==> src/rtl/e203_ifu_pfetch_q.sv <==
// e203_ifu_pfetch_q: multi-outstanding sequential instruction fetch with an in-order instruction queue
module e203_ifu_pfetch_q #(
  parameter int PC_W     = 32,
  parameter int INSTR_W  = 32,
  parameter int OUTS_MAX = 2,
  parameter int Q_DEPTH  = 4
) (
  input  logic               clk,
  input  logic               rst_n,
  input  logic [PC_W-1:0]    pc_rtvec,
  output logic               ifu_req_valid,
  input  logic               ifu_req_ready,
  output logic [PC_W-1:0]    ifu_req_pc,
  output logic               ifu_req_seq,
  input  logic               ifu_rsp_valid,
  output logic               ifu_rsp_ready,
  input  logic               ifu_rsp_err,
  input  logic [INSTR_W-1:0] ifu_rsp_instr,
  output logic               ifu_o_valid,
  input  logic               ifu_o_ready,
  output logic [INSTR_W-1:0] ifu_o_ir,
  output logic [PC_W-1:0]    ifu_o_pc,
  output logic               ifu_o_buserr,
  input  logic               pipe_flush_req,
  input  logic [PC_W-1:0]    pipe_flush_pc,
  output logic               pipe_flush_ack,
  input  logic               ifu_halt_req,
  output logic               ifu_halt_ack
);
  localparam int CW = $clog2(Q_DEPTH + OUTS_MAX + 1);
  localparam int QA = (Q_DEPTH > 1) ? $clog2(Q_DEPTH) : 1;
  localparam int PA = (OUTS_MAX > 1) ? $clog2(OUTS_MAX) : 1;
  logic               reset_req, first_req;
  logic [PC_W-1:0]    npc;
  logic [CW-1:0]      outs_cnt, drop_cnt, q_cnt, outs_nxt;
  logic [QA-1:0]      q_wp, q_rp;
  logic [PA-1:0]      p_wp, p_rp;
  logic [INSTR_W-1:0] q_ir [Q_DEPTH];
  logic [PC_W-1:0]    q_pc [Q_DEPTH];
  logic [Q_DEPTH-1:0] q_err;
  logic [PC_W-1:0]    p_pc [OUTS_MAX];
  logic               can_issue, req_hsk, rsp_hsk, push, pop;

  function automatic logic [QA-1:0] q_inc(input logic [QA-1:0] p);
    return (p == QA'(Q_DEPTH - 1)) ? '0 : p + 1'b1;
  endfunction

  function automatic logic [PA-1:0] p_inc(input logic [PA-1:0] p);
    return (p == PA'(OUTS_MAX - 1)) ? '0 : p + 1'b1;
  endfunction

  // outs_cnt + q_cnt bounds every possible future push, so the queue can never overflow
  assign can_issue = ~reset_req & (outs_cnt < CW'(OUTS_MAX)) & ((outs_cnt + q_cnt) < CW'(Q_DEPTH))
                   & ~pipe_flush_req & ~ifu_halt_req;
  assign req_hsk   = ifu_req_valid & ifu_req_ready;
  assign rsp_hsk   = ifu_rsp_valid & ifu_rsp_ready;
  assign push      = rsp_hsk & (drop_cnt == '0) & ~pipe_flush_req;
  assign pop       = ifu_o_valid & ifu_o_ready;
  assign outs_nxt  = outs_cnt + CW'(req_hsk) - CW'(rsp_hsk);

  assign ifu_req_valid  = can_issue;
  assign ifu_req_pc     = npc;
  assign ifu_req_seq    = ~first_req;
  assign ifu_rsp_ready  = rst_n;
  assign ifu_o_valid    = q_cnt != '0;
  assign ifu_o_ir       = q_ir[q_rp];
  assign ifu_o_pc       = q_pc[q_rp];
  assign ifu_o_buserr   = q_err[q_rp];
  assign pipe_flush_ack = 1'b1;

  always_ff @(posedge clk or negedge rst_n) begin
    if (!rst_n) begin
      reset_req    <= 1'b1;
      first_req    <= 1'b1;
      npc          <= '0;
      outs_cnt     <= '0;
      drop_cnt     <= '0;
      q_cnt        <= '0;
      q_wp         <= '0;
      q_rp         <= '0;
      p_wp         <= '0;
      p_rp         <= '0;
      ifu_halt_ack <= 1'b0;
    end else begin
      reset_req    <= 1'b0;
      npc          <= reset_req ? pc_rtvec : pipe_flush_req ? pipe_flush_pc : req_hsk ? npc + PC_W'(4) : npc;
      first_req    <= reset_req | pipe_flush_req | (first_req & ~req_hsk);
      outs_cnt     <= outs_nxt;
      drop_cnt     <= pipe_flush_req ? outs_cnt - CW'(rsp_hsk)
                    : (rsp_hsk && drop_cnt != '0) ? drop_cnt - 1'b1 : drop_cnt;
      ifu_halt_ack <= ifu_halt_req & (outs_nxt == '0);
      p_wp         <= req_hsk ? p_inc(p_wp) : p_wp;
      p_rp         <= rsp_hsk ? p_inc(p_rp) : p_rp;
      q_wp         <= push ? q_inc(q_wp) : q_wp;
      q_rp         <= pipe_flush_req ? q_wp : pop ? q_inc(q_rp) : q_rp;
      q_cnt        <= pipe_flush_req ? '0 : q_cnt + CW'(push) - CW'(pop);
    end
  end

  // the PC FIFO advances on every response, dropped or not, to stay aligned with the bus order
  always_ff @(posedge clk or negedge rst_n) begin
    if (!rst_n) begin
      for (int i = 0; i < Q_DEPTH; i++) begin
        q_ir[i] <= '0;
        q_pc[i] <= '0;
      end
      for (int i = 0; i < OUTS_MAX; i++) p_pc[i] <= '0;
      q_err <= '0;
    end else begin
      if (push) begin
        q_ir[q_wp]  <= ifu_rsp_instr;
        q_pc[q_wp]  <= p_pc[p_rp];
        q_err[q_wp] <= ifu_rsp_err;
      end
      if (req_hsk) p_pc[p_wp] <= npc;
    end
  end

  a_no_overflow: assert property (@(posedge clk) disable iff (!rst_n)
    !(push && !pop && q_cnt == CW'(Q_DEPTH)));
endmodule

==> config.mk <==
export PLATFORM = sky130hd
export DESIGN_NAME = e203_ifu_pfetch_q
export DESIGN_NICKNAME = d
export VERILOG_FILES = /design/src/rtl/e203_ifu_pfetch_q.sv
export SDC_FILE = /design/constraint.sdc
export NUM_CORES = 1
export LEC_CHECK = 0
export ABC_AREA = 1
export ABC_CLOCK_PERIOD_IN_PS = 7800
export CELL_PAD_IN_SITES_DETAIL_PLACEMENT = 0
export CELL_PAD_IN_SITES_GLOBAL_PLACEMENT = 1
export CORE_ASPECT_RATIO = 1.5
export CORE_UTILIZATION = 45
export CTS_CLUSTER_DIAMETER = 50
export DETAILED_ROUTE_END_ITERATION = 8
export PLACE_DENSITY_LB_ADDON = 0.1
export SLEW_MARGIN = 40
export SYNTH_ARGS = -nofsm -noshare
export SYNTH_HDL_FRONTEND = slang
export SYNTH_SLANG_ARGS = --single-unit
export TNS_END_PERCENT = 5
==> constraint.sdc <==
create_clock -name clk -period 7.8 [get_ports clk]
set_input_delay 0.78 -clock clk [delete_from_list [all_inputs] [get_ports clk]]
set_output_delay 0.78 -clock clk [all_outputs]
set_load 0.01 [all_outputs]
==> results of run 1 <==
-- worst min path at each step --
stage | from | endpoint | slack (ns) | cells past startpoint
2_1_floorplan | q_pc[0]$_DFFE_PN0P_ | q_pc[0]$_DFFE_PN0P_ | 0.44 | 2
3_3_place_gp | q_pc[19]$_DFFE_PN0P_ | q_pc[19]$_DFFE_PN0P_ | 0.45 | 2
3_5_place_dp | q_pc[16]$_DFFE_PN0P_ | q_pc[16]$_DFFE_PN0P_ | 0.46 | 2
4_1_cts | rst_n | q_ir[103]$_DFFE_PN0P_ | 0.17 | 1
5_1_grt | rst_n | q_ir[103]$_DFFE_PN0P_ | 0.19 | 1
6_report | rst_n | q_ir[103]$_DFFE_PN0P_ | 0.16 | 1
-- synthesized netlist by cell type, drive strengths merged, types with 2 or more instances --
cell type | count | area, um2
a21boi | 2 | 15.0
a21oi | 36 | 180
buf | 46 | 238
clkbuf | 91 | 344
conb | 2 | 7.51
dfrtp | 372 | 9310
dfstp | 2 | 52.6
fa | 2 | 40.0
ha | 16 | 200
inv | 125 | 469
nand2 | 898 | 3390
nand3 | 45 | 230
nand4 | 3 | 18.8
nor2 | 212 | 817
o211ai | 4 | 30.0
o21ai | 364 | 1820
o22ai | 68 | 425
xor2 | 5 | 43.8
-- metrics by stage --
stage | utilization | cell area, um2 | power, mW
after CTS | 0.550 | 21300 | 7.33
final | 0.551 | 21300 | 7.26
after detailed placement | 0.517 | 20000 | 5.46
after global placement | 0.517 | 20000 | 5.40
after global routing | 0.551 | 21300 | 7.78
after floorplan | - | 17700 | 4.26
-- final cells by class --
type | instances | share of cell area
repair buffers | 230 | 0.107
clock buffers | 60 | 0.0567
multi-input cells | 1664 | 0.342
clock inverters | 10 | 0.00311
well taps | 495 | 0.0291
inverters | 125 | 0.0221
flip-flops and latches | 374 | 0.440
-- state kept, by name (all words and copies together) (netlist names), 2 cells and up --
| register | cells |
|---|---|
| q_err | 4 |
| q_ir | 128 |
| outs_cnt | 3 |
| q_rp | 2 |
| q_cnt | 3 |
| ifu_req_pc | 32 |
| p_pc | 64 |
| q_wp | 2 |
| q_pc | 128 |
| drop_cnt | 3 |
-- power breakdown --
| part | internal [mW] | switching (mW) |
|---|---|---|
| clock | 1.07 | 0.772 |
| sequential | 2.45 | 0.324 |
| combinational | 1.14 | 1.51 |
-- cell families (layout without fill, tap and decap cells) --
group / after synthesis / after routing / share of synthesized area
compound gates: 476 / 476 / 0.141
other cells: 2 / 2 / 0.000425
flops: 374 / 374 / 0.530
simple gates: 1162 / 1162 / 0.253
fa+ha+maj: 18 / 18 / 0.0136
xor+xnor: 6 / 6 / 0.00297
buf+inv: 262 / 425 / 0.0594
-- layer usage --
layer	share of wire	vias to the layer above	wire length, um
met5	0	-	0
met4	0.034	0	1630
met3	0.040	85	1940
met2	0.49	360	23500
met1	0.44	7353	21400
li1	-	7606	-
==> results.md, run 1 <==
Worst setup path:
- The reg-to-reg endpoint is ifu_halt_ack$_DFF_PN0_.
- The endpoint required time on the critical path is 7.02 ns.
- The arrival time reported for the critical path endpoint is 3.62 ns.
- STA classifies the critical path startpoint as a flip-flop.
- The largest single stage delay on the critical path is 0.69 ns.
- The launch point of the critical path is q_rp[0]$_DFFE_PN0P_.
- The gate family responsible for the most delay along the worst path is buffers and inverters.
- The largest fanout of any net on the critical path is between 70 and 80.
- Traced cell by cell, the critical path runs through clkinv_2 -> buf_6 -> o21ai_0 -> o22ai_1 -> clkdlybuf4s50_1.
- The worst reg2reg path depth is 12.
- The sum of buffers and inverters on the critical path is 3.
- The critical path crosses 5 cells after its start point.
- The slowest cell on the critical path is dfrtp_4.
- The endpoint of the worst setup timing path is ifu_o_pc[14].
- The critical path is of the reg2out type.
- In this run the critical register-to-register path is launched from reset_req$_DFF_PN1_.
- The worst setup path is captured at a primary output.
- The register-to-register setup slack is ~4.6 ns.

STA:
- The tightest hold margin is 0.160 ns.
- The transition at the pin with the smallest max-transition slack is 0.837 ns.
- Of the available clock period, the critical path in the final layout requires 0.564.
- The number of hold violations in the final report is 0.
- After layout, the worst setup slack is 3.40 ns.
- The final-layout setup total negative slack is 0 ns.
- The clock period minus worst slack is about 4.4 ns.
- Setup repair after global routing left no endpoint under its margin.
- The worst slew margin relative to its limit is 0.442.
- Timing would allow up to 227 MHz.
- The number of failing setup endpoints in the final timing report is 0.
- Clock skew on the completed layout was measured at 0.0143 ns.
- The final max-slew violation count is 0.

Global route:
- The via count of the first global-routing pass is 15200.
- The first global-routing pass estimated 79.2 mm of wire.
- Global routing finished with a remaining overflow of 0.
- Entering global routing, the biggest net connects 95 pins.
- The met2 routing resource usage after global routing is 0.432.
- The routing usage on met3 is 0.0311.
- Across every metal layer, demand over resource in global routing totals 0.248.
- The met1 usage in global routing is 0.312.
- The busiest layer in global routing is met2.
- The number of antenna violations at the first check in global routing is 0.

Clock network:
- The cell sitting at the root of the clock tree is a clkbuf_16.
- The tree built by TritonCTS fans out to 374 sinks.
- Buffers inserted during clock tree synthesis total 39.
- After clock tree synthesis, the clock-pin slew on the worst setup and hold paths is 0.06 ns.
- The number of cells upsized or downsized after cts is 0.
- The later-pin clock latency in the skew report is approximately 0.54 ns.
- The buffer levels on the longest clock path is 3.
- The number of hold buffers added after CTS is 0.
- The buffer count from post-CTS setup fixing is 0.
- TritonCTS built the clock tree.
- The number of H-tree branching levels is 2.

Route:
- In the routed layout, each cell is associated on average with a via count of 5.21.
- The total number of vias is 15400.
- After detailed routing, the average wire length per cell comes to approximately 16 um.
- The pre-antenna-repair detailed-routing pass consisted of 5 iterations.
- Wires add up to 48.5 mm.
- The count of nets left with antenna violations after detail routing is 0.
- The total DRC errors in the routed layout is 0.
- The number of violations reported at the end of detailed-routing iteration 0 is around 1000.

Logic synthesis:
- The number of distinct standard cells referenced by the synthesized netlist is 36.
- The netlist area before placement is 17700 um2.
- The register bit total from synthesis is 374.
- The number of instances in the synthesized netlist is 2300.
- The number of enable-type register cells in the synthesized netlist is 0.
- When the netlist entered floorplanning its net count stood at 2422.
- For this run, the number of Yosys warnings is 0.
- The async set-or-reset flop fraction in the synthesized netlist is 1.00.
- Of the synthesized area, sequential elements account for 0.530.
- Averaged over all synthesized cells, the footprint is 7.69 um2.
- The prevailing post-synth register cell is dfrtp_1.

Floorplanning:
- During I/O placement, the number of pins put on the boundary was 207.
- The die covers 40100 um2.
- The initial utilization of the core area, before any placement, comes to 0.457.
- The placeable core region is 38600 um2.
- The width of the die is 164 um.
- The height of the die is 245 um.
- The standard-cell row count is between 80 and 90.

Final layout:
- After the last flow step, the layout net total stands at between 2000 and 3000.
- From synthesis to final layout, the design area changed by 20.5%.
- Summing all multi-input logic gate instances after layout gives 7280 um2.
- Fill cells in the final layout number 3754.
- The footprint of the flip-flops and latches is between 9000 and 10000 um2.
- The final cell count without fillers is 2958.
- Leaving out fill and tap cells, the most frequent cell in the layout is nand2_1.
- Of the cells placed in the final design, the portion with a size suffix greater than 1 is 0.0451.
- The antenna diode count is 0.
- The top cell types in the final layout, fill and taps aside, are nand2_1, dfrtp_1, o21ai_0, nor2_1, clkdlybuf4s50_1.

Pwr:
- The worst-case IR drop observed on VDD is 0.206 mV.
- The leakage component of the power is 10.7 nW.
- The power density relative to cell area is 341 nW/um2.

Placement:
- After legalization and detailed placement, the total HPWL measured approximately 30 mm.
- The congestion estimate from routability-driven global placement came to 0.868.
- The worst setup slack after placement is 3.19 ns.
- The total instance count after detailed placement is 2886.
- Buffers placed on the I/O ports in this run total 205.

Min path:
- The classification of the worst-slack hold path is in2async.

Run:
- The reported max-cap violation count is 0.

Outcome:
- The run finished with clean final reports.
Note: power is estimated with default switching activity, not from simulation.
==> run 2, diff against run 1 <==
--- a/config.mk
+++ b/config.mk
@@ -6,11 +6,11 @@
 export NUM_CORES = 1
 export LEC_CHECK = 0
 export ABC_AREA = 1
-export ABC_CLOCK_PERIOD_IN_PS = 7800
+export ABC_CLOCK_PERIOD_IN_PS = 3900
 export CELL_PAD_IN_SITES_DETAIL_PLACEMENT = 0
 export CELL_PAD_IN_SITES_GLOBAL_PLACEMENT = 1
 export CORE_ASPECT_RATIO = 1.5
-export CORE_UTILIZATION = 45
+export CORE_UTILIZATION = 38
 export CTS_CLUSTER_DIAMETER = 50
 export DETAILED_ROUTE_END_ITERATION = 8
 export PLACE_DENSITY_LB_ADDON = 0.1
==> constraint.sdc (replaced) <==
create_clock -name clk -period 3.9 [get_ports clk]
set_input_delay 0.39 -clock clk [delete_from_list [all_inputs] [get_ports clk]]
set_output_delay 0.39 -clock clk [all_outputs]
set_load 0.01 [all_outputs]
==> results.md, run 2 (same netlist as run 1, synthesis figures left out) <==
Outcome:
- Run status: complete, no violations (unchanged).

Global route:
- The largest net degree at the start of global routing is 134 (was 95).
- The wire length of the first global-routing pass came to 82.9 mm (was 79.2 mm).
- The global-route usage over all layers is 0.222 (was 0.248).
- The via count of the first global-routing pass is 15400 (was 15200).
- The global route total overflow is 0 (unchanged).
- The number of antenna violations at the first check in global routing is 0 (unchanged).

STA:
- Setup repair after global routing missed its margin: no (unchanged).
- The final max-slew violation count came to 0 (unchanged).
- The worst slew margin relative to its limit is 0.420 (was 0.442).
- Timing would allow up to 315 MHz.
- For the finished layout, the period the worst path requires is 3.17 ns.
- The tightest hold margin is 0.240 ns (was 0.160 ns).
- The part of the cycle the worst path needs is 0.813.
- The final-layout setup total negative slack is 0 ns (unchanged).
- The setup skew after layout is 0.0155 ns (was 0.0143 ns).
- The transition at the pin with the smallest max-transition slack is 0.869 ns (was 0.837 ns).
- The number of hold violations in the final report came to 0 (unchanged).
- The number of failing setup endpoints in the final timing report is 0 (unchanged).

Placement:
- The number of buffers added on ports is 205 (unchanged).
- The final HPWL from detailed placement was 31.6 mm (was 30.0 mm).
- The last weighted congestion value of the routability-driven placer came to 0.805 (was 0.868).

Route:
- The final wirelength was 51.3 mm (was 48.5 mm).
- The count of nets left with antenna violations after detail routing was 0 (unchanged).
- The number of violations reported at the end of detailed-routing iteration 0 is 1065 (was 1011).
- The wire length per cell is 16.8 um (was 16.4 um).
- The via density per instance was 5.03 (was 5.21).
- The total DRC errors in the routed layout is 0 (unchanged).
- The number of iterations in the first detailed-routing pass is 5 (unchanged).
- The total number of vias is 15400 (about the same).

Worst setup path:
- The critical path launch point type is a flip-flop (unchanged).
- The arrival time reported for the critical path endpoint is 2.78 ns (was 3.62 ns).
- The worst reg2reg path depth is 12 (unchanged).
- The category of the most critical setup path was reg2out (unchanged).
- The reg-to-reg endpoint is ifu_halt_ack$_DFF_PN0_ (unchanged).
- The largest fanout of any net on the critical path was 66 (was 77).
- The source of the worst register-to-register timing path is outs_cnt[1]$_DFF_PN0_ (was reset_req$_DFF_PN1_).
- The register-to-register setup slack is 1.42 ns (was 4.62 ns).
- The endpoint required time on the critical path is 3.51 ns (was 7.02 ns).
- The capturing element type of the critical path is a primary output (unchanged).

Final layout:
- Largest registers in the final layout: q_ir: 128 flops, q_pc: 128 flops, p_pc: 64 flops (unchanged).
- The relative area change from synthesis to final layout is 22.4% (was 20.5%).
- The ratio of cells with drive above 1 in the final layout is 0.0481 (was 0.0451).
- The antenna diode count is 0 (unchanged).
- The most common library cell in the layout ignoring fill and taps is nand2_1 (unchanged).
- The post-layout net count was 2565 (was 2556).
- Highest-count cells in the layout ignoring fill and taps: nand2_1, dfrtp_1, o21ai_0, nor2_1, clkdlybuf4s50_1 (unchanged).

Floorplanning:
- The total die area is 47400 um2 (was 40100 um2).
- The placeable core region is 45900 um2 (was 38600 um2).
- The standard-cell row count was 96 (was 88).
- The number of top-level pins is 207 (unchanged).
- The effective utilization at floorplan was 0.385 (was 0.457).
- The width of the die is 178 um (was 164 um).
- The height of the die is 266 um (was 245 um).

Pwr:
- The power density relative to cell area came to 687 nW/um2 (was 341 nW/um2).
- The leakage component of the power came to 10.8 nW (was 10.7 nW).
- The worst voltage drop across the vdd grid came to 0.489 mV (was 0.206 mV).

Clock network:
- The buffer levels on the longest clock path was 3 (unchanged).
- The number of buffers added by the clock tree synthesis step came to 41 (was 39).
- The cell at the root of the clock tree is clkbuf_16 (unchanged).
- The TritonCTS clock tree is yes (unchanged).
- The number of H-tree branching levels came to 2 (unchanged).
- The clock slew at the register clock pins of the worst setup and hold paths was 0.06 ns (about the same).
- The buffer count from post-CTS setup fixing is 0 (unchanged).
- The later-pin clock latency in the skew report is 0.56 ns (was 0.54 ns).
- The clock sink total came to 374 (unchanged).

Run:
- The reported max-cap violation count is 0 (unchanged).

Min path:
- The classification of the worst-slack hold path is in2async (unchanged).
-- run 2: per-layer routing --
metal / GRT usage / wire, um
met1: 0.280 / 22100
met4: 0.0707 / 1320
met5: 0 / 0
met2: 0.390 / 25700
met3: 0.0284 / 2250
-- run 2: cell type report --
| cell class | instances | area [um2] |
|---|---|---|
| clock buffer | 58 | 1200 |
| clock inverter | 14 | 134 |
| fill | 4610 | 24200 |
| inverter | 125 | 470 |
| multi-input combinational | 1664 | 7280 |
| sequential | 374 | 9370 |
| tap | 588 | 736 |
| timing repair buffer | 237 | 2450 |
-- run 2: worst max path at each step --
stage | startpoint | end | slack, ns | depth (start not counted)
CTS | q_rp[1]$_DFFE_PN0P_ | ifu_o_pc[14] | 0.66 | 4
global route | q_rp[0]$_DFFE_PN0P_ | ifu_o_pc[25] | 0.59 | 5
global placement | pipe_flush_req | ifu_halt_ack$_DFF_PN0_ | 1.09 | 12
finish | q_rp[1]$_DFFE_PN0P_ | ifu_o_pc[20] | 0.73 | 4
floorplan | outs_cnt[1]$_DFF_PN0_ | ifu_halt_ack$_DFF_PN0_ | 1.26 | 14
detailed placement | pipe_flush_req | ifu_halt_ack$_DFF_PN0_ | 1.07 | 12
-- run 2: power by group --
part	internal, mW	switching (mW)	total, mW	leakage (nW)
registers	4.90	0.577	5.48	5.03
clock network	2.28	1.62	3.90	0.663
logic	2.33	3.14	5.48	5.08
-- run 2: what timing repair did --
item	in CTS	in global routing
hold buffers	1	0
hold endpoints to repair	11	0
gates resized for setup	0	0
-- run 2: metrics by stage --
stage	cell area, um2	total power [mW]	setup WS [ns]	util	std cells
CTS	21600	15.1	0.664	0.471	3060
detailed placement	20300	11.1	1.07	0.442	2987
floorplan	17700	8.53	1.26	-	2300
finish	21600	14.9	0.727	0.472	3060
global placement	20300	11.0	1.09	0.442	2987
global route	21600	15.9	0.588	0.472	3060
-- run 2: critical path: stages (launching register included) --
cell and delay [ns]:
dfrtp_2 0.36, buf_4 0.67, o21ai_0 0.19, o22ai_1 0.37, clkdlybuf4s50_1 0.62
